`src/rtl/afvip_rst_ctrl.sv`:
```
// Reset sequencer for the AFVIP APB subsystem: synchronizes intf_reset release,
// stretches reset, then releases NUM_DOMAINS reset outputs in order.
module afvip_rst_ctrl #(
    parameter int NUM_DOMAINS   = 3,
    parameter int ASSERT_CYCLES = 16,
    parameter int RELEASE_GAP   = 4,
    parameter int SYNC_STAGES   = 2
) (
    input  logic                   clk,
    input  logic                   intf_reset,
    input  logic                   sw_rst_req,
    input  logic                   hold_req,
    output logic [NUM_DOMAINS-1:0] domain_rst_o,
    output logic                   rst_busy,
    output logic                   rst_done,
    output logic                   sw_rst_ack,
    output logic [1:0]             rst_cause
);

    localparam int MAX_CNT = (ASSERT_CYCLES > RELEASE_GAP) ? ASSERT_CYCLES : RELEASE_GAP;
    localparam int CW      = $clog2(MAX_CNT) + 1;
    localparam int IW      = $clog2(NUM_DOMAINS) + 1;

    localparam logic [CW-1:0] ASSERT_LAST = CW'(ASSERT_CYCLES - 1);
    localparam logic [CW-1:0] GAP_LAST    = CW'(RELEASE_GAP - 1);
    localparam logic [IW-1:0] IDX_LAST    = IW'(NUM_DOMAINS - 1);
    localparam logic [1:0]    CAUSE_POR   = 2'b01;
    localparam logic [1:0]    CAUSE_SW    = 2'b10;

    generate
        if (NUM_DOMAINS < 1) begin : g_bad_num_domains
            $error("afvip_rst_ctrl: NUM_DOMAINS must be >= 1");
        end
        if (ASSERT_CYCLES < 1) begin : g_bad_assert_cycles
            $error("afvip_rst_ctrl: ASSERT_CYCLES must be >= 1");
        end
        if (RELEASE_GAP < 1) begin : g_bad_release_gap
            $error("afvip_rst_ctrl: RELEASE_GAP must be >= 1");
        end
        if (SYNC_STAGES < 2) begin : g_bad_sync_stages
            $error("afvip_rst_ctrl: SYNC_STAGES must be >= 2");
        end
    endgenerate

    typedef enum logic [1:0] {
        S_WAIT_SYNC = 2'd0,
        S_ASSERT    = 2'd1,
        S_RELEASE   = 2'd2,
        S_RUN       = 2'd3
    } state_t;

    state_t                 r_state, w_state_nxt;
    logic [SYNC_STAGES-1:0] r_sync;
    logic [CW-1:0]          r_cnt, w_cnt_nxt;
    logic [IW-1:0]          r_idx, w_idx_nxt;
    logic [NUM_DOMAINS-1:0] r_dom, w_dom_nxt;
    logic                   r_done, w_done_nxt;
    logic                   r_ack, w_ack_nxt;
    logic [1:0]             r_cause, w_cause_nxt;

    logic w_synced;
    logic w_assert_end;
    logic w_gap_end;
    logic w_last_dom;

    assign w_synced     = r_sync[SYNC_STAGES-1];
    assign w_assert_end = (r_state == S_ASSERT)  && !hold_req && (r_cnt == ASSERT_LAST);
    assign w_gap_end    = (r_state == S_RELEASE) && !hold_req && (r_cnt == GAP_LAST);
    assign w_last_dom   = (r_idx == IDX_LAST);

    // NOTE: sequential state uses non-blocking assignments so every flop samples pre-edge values.
    always_ff @(posedge clk or posedge intf_reset) begin
        if (intf_reset) begin
            r_state <= S_WAIT_SYNC;
            r_sync  <= '0;
            r_cnt   <= '0;
            r_idx   <= '0;
            r_dom   <= '1;
            r_done  <= 1'b0;
            r_ack   <= 1'b0;
            r_cause <= CAUSE_POR;
        end else begin
            r_state <= w_state_nxt;
            r_sync  <= {r_sync[SYNC_STAGES-2:0], 1'b1};
            r_cnt   <= w_cnt_nxt;
            r_idx   <= w_idx_nxt;
            r_dom   <= w_dom_nxt;
            r_done  <= w_done_nxt;
            r_ack   <= w_ack_nxt;
            r_cause <= w_cause_nxt;
        end
    end

    always_comb begin
        // NOTE: default first so no path through the case leaves the signal unassigned (no latch).
        w_state_nxt = r_state;
        unique case (r_state)
            S_WAIT_SYNC: if (w_synced) w_state_nxt = S_ASSERT;
            S_ASSERT:    if (w_assert_end) w_state_nxt = (NUM_DOMAINS == 1) ? S_RUN : S_RELEASE;
            S_RELEASE:   if (w_gap_end && w_last_dom) w_state_nxt = S_RUN;
            S_RUN:       if (sw_rst_req) w_state_nxt = S_ASSERT;
            default:     w_state_nxt = S_WAIT_SYNC;
        endcase
    end

    // Counters are frozen by hold_req only while sequencing; outputs are next-state registered.
    always_comb begin
        w_cnt_nxt   = r_cnt;
        w_idx_nxt   = r_idx;
        w_dom_nxt   = r_dom;
        w_done_nxt  = 1'b0;
        w_ack_nxt   = 1'b0;
        w_cause_nxt = r_cause;
        unique case (r_state)
            S_WAIT_SYNC: begin
                w_cnt_nxt = '0;
                w_dom_nxt = '1;
            end
            S_ASSERT: begin
                if (w_assert_end) begin
                    w_dom_nxt[0] = 1'b0;
                    w_cnt_nxt    = '0;
                    w_idx_nxt    = IW'(1);
                    w_done_nxt   = (NUM_DOMAINS == 1);
                end else if (!hold_req) begin
                    w_cnt_nxt = r_cnt + CW'(1);
                end
            end
            S_RELEASE: begin
                if (w_gap_end) begin
                    for (int k = 0; k < NUM_DOMAINS; k++) begin
                        if (IW'(k) == r_idx) w_dom_nxt[k] = 1'b0;
                    end
                    w_idx_nxt  = r_idx + IW'(1);
                    w_cnt_nxt  = '0;
                    w_done_nxt = w_last_dom;
                end else if (!hold_req) begin
                    w_cnt_nxt = r_cnt + CW'(1);
                end
            end
            S_RUN: begin
                if (sw_rst_req) begin
                    w_dom_nxt   = '1;
                    w_cause_nxt = CAUSE_SW;
                    w_ack_nxt   = 1'b1;
                    w_cnt_nxt   = '0;
                end
            end
            default: begin
                w_cnt_nxt = '0;
                w_dom_nxt = '1;
            end
        endcase
    end

    assign domain_rst_o = r_dom;
    assign rst_busy     = (r_state != S_RUN);
    assign rst_done     = r_done;
    assign sw_rst_ack   = r_ack;
    assign rst_cause    = r_cause;

endmodule

```
`config.mk`:
```
export PLATFORM = sky130hd
export DESIGN_NAME = afvip_rst_ctrl
export DESIGN_NICKNAME = d
export VERILOG_FILES = /design/src/rtl/afvip_rst_ctrl.sv
export SDC_FILE = /design/constraint.sdc
export NUM_CORES = 1
export LEC_CHECK = 0
export CAP_MARGIN = 20
export CORE_MARGIN = 10
export CORE_UTILIZATION = 33
export CTS_CLUSTER_DIAMETER = 150
export DETAILED_ROUTE_END_ITERATION = 7
export PLACE_DENSITY = 0.53
export SYNTH_ARGS = -nofsm -noshare
export SYNTH_HDL_FRONTEND = slang
export SYNTH_SLANG_ARGS = --single-unit
```
`constraint.sdc`:
```
create_clock -name clk -period 2.5 [get_ports clk]
set_input_delay 0.375 -clock clk [delete_from_list [all_inputs] [get_ports clk]]
set_output_delay 0.375 -clock clk [all_outputs]
set_load 0.01 [all_outputs]
```
Yosys cells after proc, flatten, opt, wreduce, memory -nomap -nowiden
Cells that the tools add are included.
W data, S select, Z words.
Cells by class
  reductions and logical operators: 16
  add/sub/neg operators: 2
  muxes and demuxes: 25
  equal/unequal tests: 17
Operators with widths (count)
  $mux W5: 4
  $pmux W5 S4: 1
  $reduce_and A4 Y1: 4
  $mux W3: 4
  $ne A2 B2 Y1 const B: 5
  $mux W1: 8
  $mux W2: 4
  $ne A2 B1 Y1 const B: 4
  $pmux W2 S4: 1
  $pmux W2 S3: 1
  $pmux W3 S2: 1
  $add A5 B1 Y5 const B: 1
  $eq A5 B2 Y1 const B: 1
  $eq A5 B4 Y1 const B: 1
  $logic_and A1 B1 Y1: 5
  $eq A2 B2 Y1 const B: 2
  $pmux W1 S4: 1
  $add A3 B1 Y3 const B: 1
  $eq A1 B3 Y1 const A: 1
  $eq A2 B3 Y1 const A: 1
  $eq A3 B2 Y1 const B: 1
  $logic_not A3 Y1: 1
  $reduce_and A3 Y1: 1
  $reduce_bool A3 Y1: 1
  5 further kinds: 5
Storage, ports and cells
  bits of input ports: 4
  logic and storage cells: 70
  register bits: 19
  output and inout port bits: 8

Depth between registers and ports, before layout
Gate-level depths: netlist of the first run.
  depth in word-level cells: 6
  gate-level depth with buffers: 7
  depth with buffers taken out: 7

Least setup slack after synthesis of the first run
No wires, ideal clock.
  kind: reg2reg
  start: register r_cnt[0]
  end: register r_state[1]
  arrival: 1.742 ns
  setup slack: 0.633 ns
  setup time: 0.125 ns
  cell stages (with the launch flop): 8
  data required time: 2.375 ns
  path buffers: 0
  clock period less this slack: 1.867 ns
  cell sequence: dfrtp_1 > ha_1 > and3_1 > ha_1 > and2b_1 > o22a_1 > o2111ai_2 > mux2_4
On the way
  cells in the longest elaborated chain, start to end: 5
  elaborated cells on any way between the ends: 8
  those cells by class: eq/ne (4); reduce/logical (4)
Ends and longest elaborated chain
  start, declared: RTL line 54  | logic [CW-1:0] r_cnt, w_cnt_nxt;
  start signal, assigned: RTL line 85  | r_cnt <= w_cnt_nxt;
  $eq A5 B2 Y1: RTL line 68  | assign w_gap_end = (r_state == S_RELEASE) && !hold_req && (r_cnt == GAP_LAST);
  $logic_and A1 B1 Y1: RTL line 68
  $logic_and A1 B1 Y1: RTL line 100  | S_RELEASE: if (w_gap_end && w_last_dom) w_state_nxt = S_RUN;
  $ne A2 B1 Y1 (no line)
  $reduce_and A4 Y1 (no line) *
  end signal, assigned: RTL line 83  | r_state <= w_state_nxt;
  end, declared: RTL line 52  | state_t r_state, w_state_nxt;
Mark *: on every way between the ends. The rest lies on a longest branch, timed or not.
A chain may end at the register's enable or synchronous reset.

Final worst setup path of the first run
Same ends and word-level chain as after synthesis.

==> results of run 1 <==
per-layer routing:
metal  track usage, %  part of all wire, %  vias to the layer above
li1                 -                    -                      386
met1             8.51                   47                      384
met2             11.4                   45                       18
met3             3.26                  7.3                        2
met4             1.09                 0.45                        0
met5                0                    0                        -
worst paths after layout:
| check | startpoint | end | slack [ps] | depth (start not counted) |
|---|---|---|---|---|
| setup / recovery | r_cnt[0] | r_state[1] | 500 | 7 |
| hold / removal | r_sync[0] | r_sync[1] | 360 | 0 |
| setup reg to reg | r_cnt[0] | r_state[1] | 500 | 7 |
| hold reg to reg | r_sync[0] | r_sync[1] | 360 | 0 |
| max in group asynchronous | intf_reset | r_idx[0] | 1550 | 2 |
| min in group asynchronous | intf_reset | r_sync[0] | 500 | 2 |
report_power, final:
group	switching (mW)	total [mW]	internal, mW
combinational	0.294	0.525	0.231
clock	0.0894	0.151	0.0620
sequential	0.0556	0.430	0.374
total	0.439	1.11	0.667
logic make-up after synthesis:
| family | after synthesis | synth area share, % |
|---|---|---|
| mux | 3 | 3.26 |
| fa+ha+maj | 11 | 12.8 |
| flops | 19 | 44.7 |
| xor+xnor | 2 | 1.63 |
| compound gates | 21 | 15.5 |
| other cells | 1 | 0.349 |
| simple gates | 32 | 16.5 |
| buf+inv | 15 | 5.24 |
cells in the mapped netlist:
| library cell | n |
|---|---|
| nand2_1 | 1 |
| inv_1 | 13 |
| o22a_1 | 1 |
| a32o_1 | 1 |
| or3_1 | 1 |
| o2111ai_2 | 1 |
| dfstp_2 | 4 |
| o311ai_0 | 1 |
| nor2b_1 | 2 |
| o2bb2ai_1 | 1 |
| a21o_1 | 1 |
| mux2_4 | 1 |
| a21oi_1 | 1 |
| conb_1 | 1 |
| a2bb2oi_1 | 1 |
| mux2i_1 | 2 |
| o21ai_4 | 1 |
| or4b_4 | 1 |
| nor2_1 | 9 |
| nand2b_1 | 2 |
| nor4b_1 | 2 |
| and2b_1 | 1 |
| nor3_1 | 3 |
| o2111ai_1 | 2 |
| or2_2 | 1 |
| xnor2_1 | 2 |
| buf_1 | 1 |
| a211oi_1 | 1 |
| a22o_1 | 2 |
| ha_1 | 11 |
| clkbuf_1 | 1 |
| o21ai_0 | 7 |
| and3_1 | 2 |
| and2_1 | 1 |
| dfrtp_1 | 15 |
| nand3_1 | 6 |
sequential cells by signal, indices dropped and copies added (netlist names):
signal / flops
domain_rst_o: 3
r_cnt: 5
r_idx: 3
r_state: 2
r_sync: 2
rst_cause: 2
rst_done: 1
sw_rst_ack: 1
per-stage QoR:
stage / hold WS [ps] / instances / utilization [%]
final: 359 / 161 / 40.9
after floorplan: 323 / 104 / -
after CTS: 364 / 161 / 40.9
after global placement: 333 / 157 / 40.0
after detailed placement: 339 / 157 / 40.0
after global routing: 371 / 161 / 40.9
final cells by class:
cell class / instances / area, µm²
fill: 323 / 1820
sequential: 19 / 480
clock buffer: 4 / 26.3
tap: 44 / 55.1
inverter: 13 / 48.8
timing repair buffer: 11 / 110
multi-input combinational: 70 / 538
worst max-delay path, stage by stage (launching register included):
cell and delay [ps]:
dfrtp_1 420, ha_1 240, and3_1 190, ha_1 170
and2b_1 210, o22a_1 230, o2111ai_2 100, mux2_4 320
==> impl_results.md, run 1 <==
- Outcome: completed
- Pre-antenna DRT Iters: 4
- # IOs: 12
- DR vias/cell: 4.91
- Rows: 20
- Register area share after synthesis: 44.7%
- Final RePlAce weighted congestion: 0.827
- Ratio of cells with drive above 1 in the final layout: 10.3%
- Yosys cell types: 36
- # nets final: 133
- Initial Utilization: 34.9%
- Dpl cell area: 1230 µm²
- Setup WS pre-CTS: 243 ps
- # H-tree levels: 1
- Final ANT Viol Nets: 0
- Total die area: 5940 µm²
- Initial antenna violation count: 0
- Root Buffer: clkbuf_4
- Area Overhead vs Synth: 17.1%
- CTS buffer count: 3
- Cell area after synthesis: 1070 µm²
- DR vias: 790
- Critical path arrival: 2190 ps
- Die width: 77.1 µm
- Max_slew headroom: 52.0%
- Clock insertion delay at the later pin of the skew report: 290 ps
- Post-synth top area share: 34.9%
- Dominant cell type by area after synthesis: dfrtp_1
- Final WL: 1990 µm
- Worst-margin pin slew: 719 ps
- Mean Syn Cell Area: 10.3 µm²
- Fin crit share: 80.2%
- First-pass GRT wire length: 3570 µm
- Postcts setup bufs: 0
- Worst Setup End Kind: flop
- Final non-filler cell area: 1260 µm²
- Crit path max fanout: 5
- Pwr dens: 879 nW/µm²
- Minimum clock period: 2000 ps
- Hold WC Path Type: flop to flop
- Setup TNS: 0 ps
- Number of global-route vias before repair: 764
- Max-cap violations: 0
- Placeable Area: 3080 µm²
- CTS tree: yes
- Number of remaining DRC errors: 0
- Detailed placement HPWL: 1560 µm
- Ant diodes: 0
- Synth top area cells: dfrtp_1 (35%), ha_1 (13%), dfstp_2 (9.8%)
- Final-report hold violation count: 0
- GRT overflow: 0
- CP startpoint kind: flop
- Routed wire length per instance: 12.4 µm
- Synth Warn #: 0
- Post-synthesis register bit count: 19
- Post-synth net total: 119
- Number of gates resized after cts: 0
- RSZ-0062 raised after global routing: no
- I/O Buffers: 11
- Setup-failing EPs final: 0
- Initial detailed-routing violation count: 32
- Fin worst setup slack: 496 ps
- Final Total Pwr: 1.11 mW
- Achievable Freq: 0.499 GHz
- # hold bufs at CTS: 0
- Clock Skews: 3.14 ps
- Critical path data required time: 2680 ps
- Most common library cell in the layout ignoring fill and taps: dfrtp_1
- Most frequent cells in the layout: dfrtp_1 (15), inv_1 (13), ha_1 (11), clkdlybuf4s50_1 (11), nor2_1 (9)
- Clk buf depth: 2
- Slew Viols, Final: 0
- Syn Inst Count: 104
- Clock transition at the registers of the reported paths: 100 ps
- Crit Path Category: flop to flop
- Leak Pwr: 0.563 nW
- Total global-route track usage: 7.05%
- Clk sinks: 19
- Peak supply drop: 0.414 mV
- Die Y: 77.1 µm
- Largest net degree at the start of global routing: 20
Power figures use the tool's default switching activity.
==> run 2, diff against run 1 <==
--- a/config.mk
+++ b/config.mk
@@ -10,7 +10,7 @@
 export CORE_UTILIZATION = 33
 export CTS_CLUSTER_DIAMETER = 150
 export DETAILED_ROUTE_END_ITERATION = 7
-export PLACE_DENSITY = 0.53
+export PLACE_DENSITY = 0.54
 export SYNTH_ARGS = -nofsm -noshare
 export SYNTH_HDL_FRONTEND = slang
 export SYNTH_SLANG_ARGS = --single-unit
==> constraint.sdc (replaced) <==
create_clock -name clk -period 1.8 [get_ports clk]
set_input_delay 0.27 -clock clk [delete_from_list [all_inputs] [get_ports clk]]
set_output_delay 0.27 -clock clk [all_outputs]
set_load 0.01 [all_outputs]
==> run 2 against run 1 <==
Compared with the run above: the flow now finishes with violations (negative setup slack); global-route usage up 0.39 points; first-iteration DRC count up 44%; critical path depth down 2; wire length up 8.3%; critical endpoint unchanged; largest power group unchanged.
==> impl_results.md, run 2 (synthesis results as in run 1) <==
- Crit Path Category: flop to flop
- Most common library cell in the layout ignoring fill and taps: buf_4
- Setup-failing EPs final: 2 (+2)
- DR vias/cell: 4.79 (-2.3%)
- CTS tree: yes
- Pre-antenna DRT Iters: 4 (unchanged)
- Largest net degree at the start of global routing: 20 (unchanged)
- Placeable Area: 3080 µm² (unchanged)
- Reg2reg setup slack: -20 ps (-520 ps)
- Slowest cell delay on critical path: 500 ps (+80 ps)
- Reg-to-Reg Start: r_cnt[1]
- Critical path data required time: 1980 ps (-700 ps)
- Initial detailed-routing violation count: 46 (+44%)
- Crit path max fanout: 4 (-1)
- Number of global-route vias before repair: 874 (+14%)
- Clk sinks: 19 (unchanged)
- Fin crit share: 101% (+21 points)
- Detailed placement HPWL: 1750 µm (+12%)
- Violated checks: negative setup slack
- Largest register by flop count: r_cnt
- DR vias: 853 (+8.0%)
- Clock transition at the registers of the reported paths: 110 ps (about the same)
- First-pass GRT wire length: 3770 µm (+5.8%)
- Hold WC Path Type: primary input to asynchronous set/reset pin
- Number of remaining DRC errors: 0 (unchanged)
- GRT overflow: 0 (unchanged)
- Sequence of cells on the critical path: ha_4 > or4b_4 > o21ai_4 > o2111ai_2 > mux2_4
- Slew Viols, Final: 0 (unchanged)
- Final Total Pwr: 1.76 mW (+59%)
- Outcome: complete, but fails checks
- Die width: 77.1 µm (unchanged)
- I/O Buffers: 11 (unchanged)
- Final ANT Viol Nets: 0 (unchanged)
- Rows: 20 (unchanged)
- Initial antenna violation count: 0 (unchanged)
- Worst Setup SP: r_cnt[1]
- Fin util: 46.5% (+5.7 points)
- Final RePlAce weighted congestion: 0.798 (-3.5%)
- Final-report hold violation count: 0 (unchanged)
- CP startpoint kind: flop
- Peak supply drop: 0.489 mV (+18%)
- Clock insertion delay at the later pin of the skew report: 290 ps (about the same)
- Achievable Freq: 0.549 GHz (+10%)
- Crit-path slowest cell: or4b_4
- RSZ-0062 raised after global routing: yes
- Pwr dens: 1230 nW/µm² (+40%)
- Fin worst setup slack: -21.5 ps (-517 ps)
- Die Y: 77.1 µm (unchanged)
- Max-cap violations: 0 (unchanged)
- Clock Skews: 4.16 ps (+1.02 ps)
- Total global-route track usage: 7.44% (+0.39 points)
- Setup WS pre-CTS: -215 ps (-458 ps)
- Routed wire length per instance: 12.1 µm (-2.0%)
- CTS buffer count: 3 (unchanged)
- Ratio of cells with drive above 1 in the final layout: 26.1% (+16 points)
- # H-tree levels: 1 (unchanged)
- Clk buf depth: 2 (unchanged)
- # nets final: 150 (+13%)
- Area Overhead vs Synth: 33.3%
- Critical path arrival: 2000 ps (-190 ps)
- Ant diodes: 0 (unchanged)
- Worst Setup End Kind: flop
- Initial Utilization: 34.9% (unchanged)
- Leak Pwr: 0.648 nW (+15%)
- Final WL: 2160 µm (+8.3%)
- Total die area: 5940 µm² (unchanged)
- Max FFs per register: 5 (unchanged)
- # IOs: 12 (unchanged)
- Root Buffer: clkbuf_4
- Most frequent cells in the layout: buf_4 (17), dfrtp_1 (15), inv_1 (13)
- Minimum clock period: 1820 ps (-183 ps)
-- run 2: worst paths after layout --
kind                                         to  depth (start not counted)
worst max-delay path                 r_state[1]                          5
worst max register to register       r_state[1]                          5
max in group asynchronous       domain_rst_o[0]                          3
worst min-delay path                   rst_done                          3
min in group clk                      r_sync[1]                          0
worst min register to register        r_sync[1]                          0
-- run 2: where the power goes --
part           internal (mW)  switching (mW)  leakage [nW]
Sequential             0.525          0.0654         0.229
Clock                 0.0859           0.127        0.0150
Combinational          0.459           0.495         0.404
Total                   1.07           0.687         0.648
-- run 2: final cells by class --
class,count,area [µm²]
inverter,13,48.8
multi-input combinational,70,586
fill,308,1650
clock buffer,4,26.3
sequential,19,480
tap,44,55.1
timing repair buffer,28,236
-- run 2: what timing repair did --
item | in CTS | in global routing
resized for setup | 3 | 5
pin swaps | 1 | 1
hold endpoints to repair | 0 | 0
endpoints found under the setup margin | 4 | 13
buffers inserted | 3 | 1
hold buffers | 0 | 0
-- run 2: per-layer routing --
metal | GRT usage, % | wire length (µm) | vias to the layer above
met5 | 0 | 0 | -
met4 | 2.01 | 10 | 0
met3 | 2.21 | 94 | 2
met2 | 12.3 | 1010 | 17
met1 | 9.14 | 1040 | 411
li1 | - | - | 423
-- run 2: critical path, delay by kind of cell, from the launching register on --
family                     cells  cell delay, ps
and+or+nand+nor                1             500
DFF                            1             410
AOI/OAI and AO/OA              2             320
muxes                          1             320
adders and majority gates      1             160
-- run 2: per-stage QoR --
| step | TNS [ps] | instances | area [µm²] | hold slack [ps] |
|---|---|---|---|---|
| final | -25.7 | 178 | 1430 | 288 |
| after global routing | -435 | 178 | 1430 | 341 |
| after CTS | -24.9 | 177 | 1390 | 296 |
| after detailed placement | -1830 | 170 | 1330 | 341 |
| after global placement | -1580 | 170 | 1330 | 332 |
| after floorplan | 0 | 104 | 1080 | 218 |
==> run 3, diff against run 2 <==
==> constraint.sdc (replaced) <==
create_clock -name clk -period 1.8 [get_ports clk]
set_input_delay 0.27 -clock clk [delete_from_list [all_inputs] [get_ports clk]]
set_output_delay 0.27 -clock clk [all_outputs]
set_load 0.05 [all_outputs]
==> run 3 against run 2 <==
Compared with the run above: the flow still finishes with violations (negative setup slack); wire length increased by 4.1%; flip-flop and latch count unchanged; clock skew decreased by 0.99 ps; combinational power increased by 10%; clock power increased by 3%; setup slack got worse by 0.75 ps; sequential share of layout area increased by 0.21 points; total power increased by 6.6%; sequential power increased by 1%.
==> impl_results.md, run 3 (synthesis results as in run 1) <==
- Outcome: complete, but fails checks
- Violated checks: negative setup slack
- Clk sinks: 19 (unchanged)
- Setup-failing EPs final: 1 (-1)
- Clock Skews: 3.17 ps (-0.992 ps)
- Total die area: 5940 µm² (unchanged)
- DR vias/cell: 4.83 (+0.80%)
- I/O Buffers: 11 (unchanged)
- Root Buffer: clkbuf_4
- Hold WC Path Type: primary input to asynchronous set/reset pin
- Sw Ratio: 42.0% (+2.9 points)
- Clk buf depth: 2 (unchanged)
- # hold bufs at CTS: 0 (unchanged)
- Area Overhead vs Synth: 32.5%
- Clock Power Share: 11.8% (-0.3 points)
- Worst Setup End Kind: flop
- Clock insertion delay at the later pin of the skew report: 300 ps (about the same)
- Number of global-route vias before repair: 835 (-4.5%)
- Largest register by flop count: r_cnt
- Worst Setup SP: r_cnt[0]
- Die width: 77.1 µm (unchanged)
- Reg-to-Reg Start: r_cnt[0]
- Minimum clock period: 1820 ps (+0.750 ps)
- Initial antenna violation count: 0 (unchanged)
- Number of remaining DRC errors: 0 (unchanged)
- Achievable Freq: 0.549 GHz (about the same)
- Detailed placement HPWL: 1740 µm (-0.45%)
- Slew Viols, Final: 0 (unchanged)
- Setup TNS: -22.3 ps (+3.47 ps)
- # H-tree levels: 1 (unchanged)
- Leak Pwr: 0.650 nW (+0.35%)
- Clock transition at the registers of the reported paths: 110 ps (about the same)
- Total global-route track usage: 7.79% (+0.35 points)
- P_sw: 787 µW (+15%)
- Placeable Area: 3080 µm² (unchanged)
- CTS buffer count: 3 (unchanged)
- Sequential Power Share: 32.0% (-1.6 points)
- DR vias: 855 (+0.23%)
- CTS tree: yes
- Critical path arrival: 2020 ps (+20 ps)
- Ant diodes: 0 (unchanged)
- Final WL: 2250 µm (+4.1%)
- Logic pwr share: 56.3% (+2.1 points)
- Fin crit share: 101% (about the same)
- Initial detailed-routing violation count: 55 (+20%)
- Routed wire length per instance: 12.7 µm (+4.7%)
- Ratio of cells with drive above 1 in the final layout: 28.6% (+2.5 points)
- Pwr dens: 1320 nW/µm² (+7.2%)
- GRT overflow: 0 (unchanged)
- RSZ-0062 raised after global routing: yes
- Pre-antenna DRT Iters: 4 (unchanged)
- Final ANT Viol Nets: 0 (unchanged)
- # nets final: 149 (-0.67%)
- Rows: 20 (unchanged)
- Reg2reg setup slack: -20 ps (about the same)
- Peak supply drop: 0.494 mV (+1.1%)
- Final-report hold violation count: 0 (unchanged)
- Final RePlAce weighted congestion: 0.786 (-1.5%)
- Worst-margin pin slew: 512 ps
- Max FFs per register: 5 (unchanged)
- Crit path max fanout: 4 (unchanged)
- Max-cap violations: 0 (unchanged)
- Most common library cell in the layout ignoring fill and taps: buf_4
- Most frequent cells in the layout: buf_4 (20), dfrtp_1 (15), inv_1 (13)
- Crit Path Category: flop to flop
- Die Y: 77.1 µm (unchanged)
- Max_slew headroom: 65.8%
- Largest net degree at the start of global routing: 20 (unchanged)
- Critical path data required time: 2000 ps (+20 ps)
- Fin worst setup slack: -22.3 ps (-0.750 ps)
- First-pass GRT wire length: 3770 µm (-0.19%)
- Final Total Pwr: 1.87 mW (+6.6%)
- CP startpoint kind: flop
- Pint: 1.09 mW (+1.4%)
- Initial Utilization: 34.9% (unchanged)
- # IOs: 12 (unchanged)
==> run 3: cell count changes in the layout (fill, tap and decap cells not counted) <==
cell,change
dlymetal6s2s_1,+1
a211oi_2,-1
buf_4,+3
dlygate4sd2_1,-1
a211oi_1,+1
clkdlybuf4s50_1,-5
buf_12,+1
==> run 3: power groups by stage <==
| stage | Combinational [mW] | Clock, mW | Sequential, mW |
|---|---|---|---|
| floorplan | 0.588 | 0 | 0.669 |
| global placement | 0.999 | 0 | 0.601 |
| detailed placement | 1.01 | 0 | 0.604 |
| CTS | 1.04 | 0.229 | 0.594 |
| global route | 1.17 | 0.246 | 0.611 |
| finish | 1.05 | 0.220 | 0.599 |
==> run 3: stage by stage <==
stage          area (µm²)  std cells  setup WS [ps]  utilization, %  hold slack [ps]
2_1_floorplan        1080        104           10.6               -              218
3_3_place_gp         1330        170           -197            43.3              332
3_5_place_dp         1330        170           -207            43.3              340
4_1_cts              1390        176          -16.0            45.2              295
5_1_grt              1420        177          -73.6            46.3              298
6_report             1420        177          -22.3            46.3              286
==> run 3: metal layers <==
layer | wire length (µm) | GRT usage, % | part of all wire, %
met1 | 1080 | 9.12 | 48
met2 | 1010 | 12.1 | 45
met3 | 97 | 2.33 | 4.3
met4 | 55 | 4.93 | 2.4
met5 | 0 | 0 | 0
==> run 3: final cells by class <==
type,instances,area (µm²)
inverter,13,48.8
multi-input combinational,70,581
sequential,19,480
clock buffer,4,26.3
tap,44,55.1
timing repair buffer,27,233
fill,307,1650
==> run 3: path summary, 6_finish.rpt <==
check | cells past startpoint | end
max in group asynchronous | 3 | domain_rst_o[0]
max | 5 | r_state[1]
max reg2reg | 5 | r_state[1]
min in group clk | 0 | r_sync[1]
min reg2reg | 0 | r_sync[1]
min | 3 | rst_done
==> run 3: timing repair <==
| item | 4_1_cts | 5_1_grt |
|---|---|---|
| gates resized for setup | 3 | 4 |
| hold endpoints to repair | 0 | 0 |
| pin swaps | 2 | 1 |
| buffers inserted | 2 | 1 |
| cloned | 0 | 0 |
| setup endpoints to repair | 1 | 13 |
==> run 3: critical path, stage by stage (launching register included) <==
cell and delay, ps:
dfrtp_1 410, ha_4 170, or4b_4 500, o21ai_4 160
o2111ai_2 160, mux2_4 320
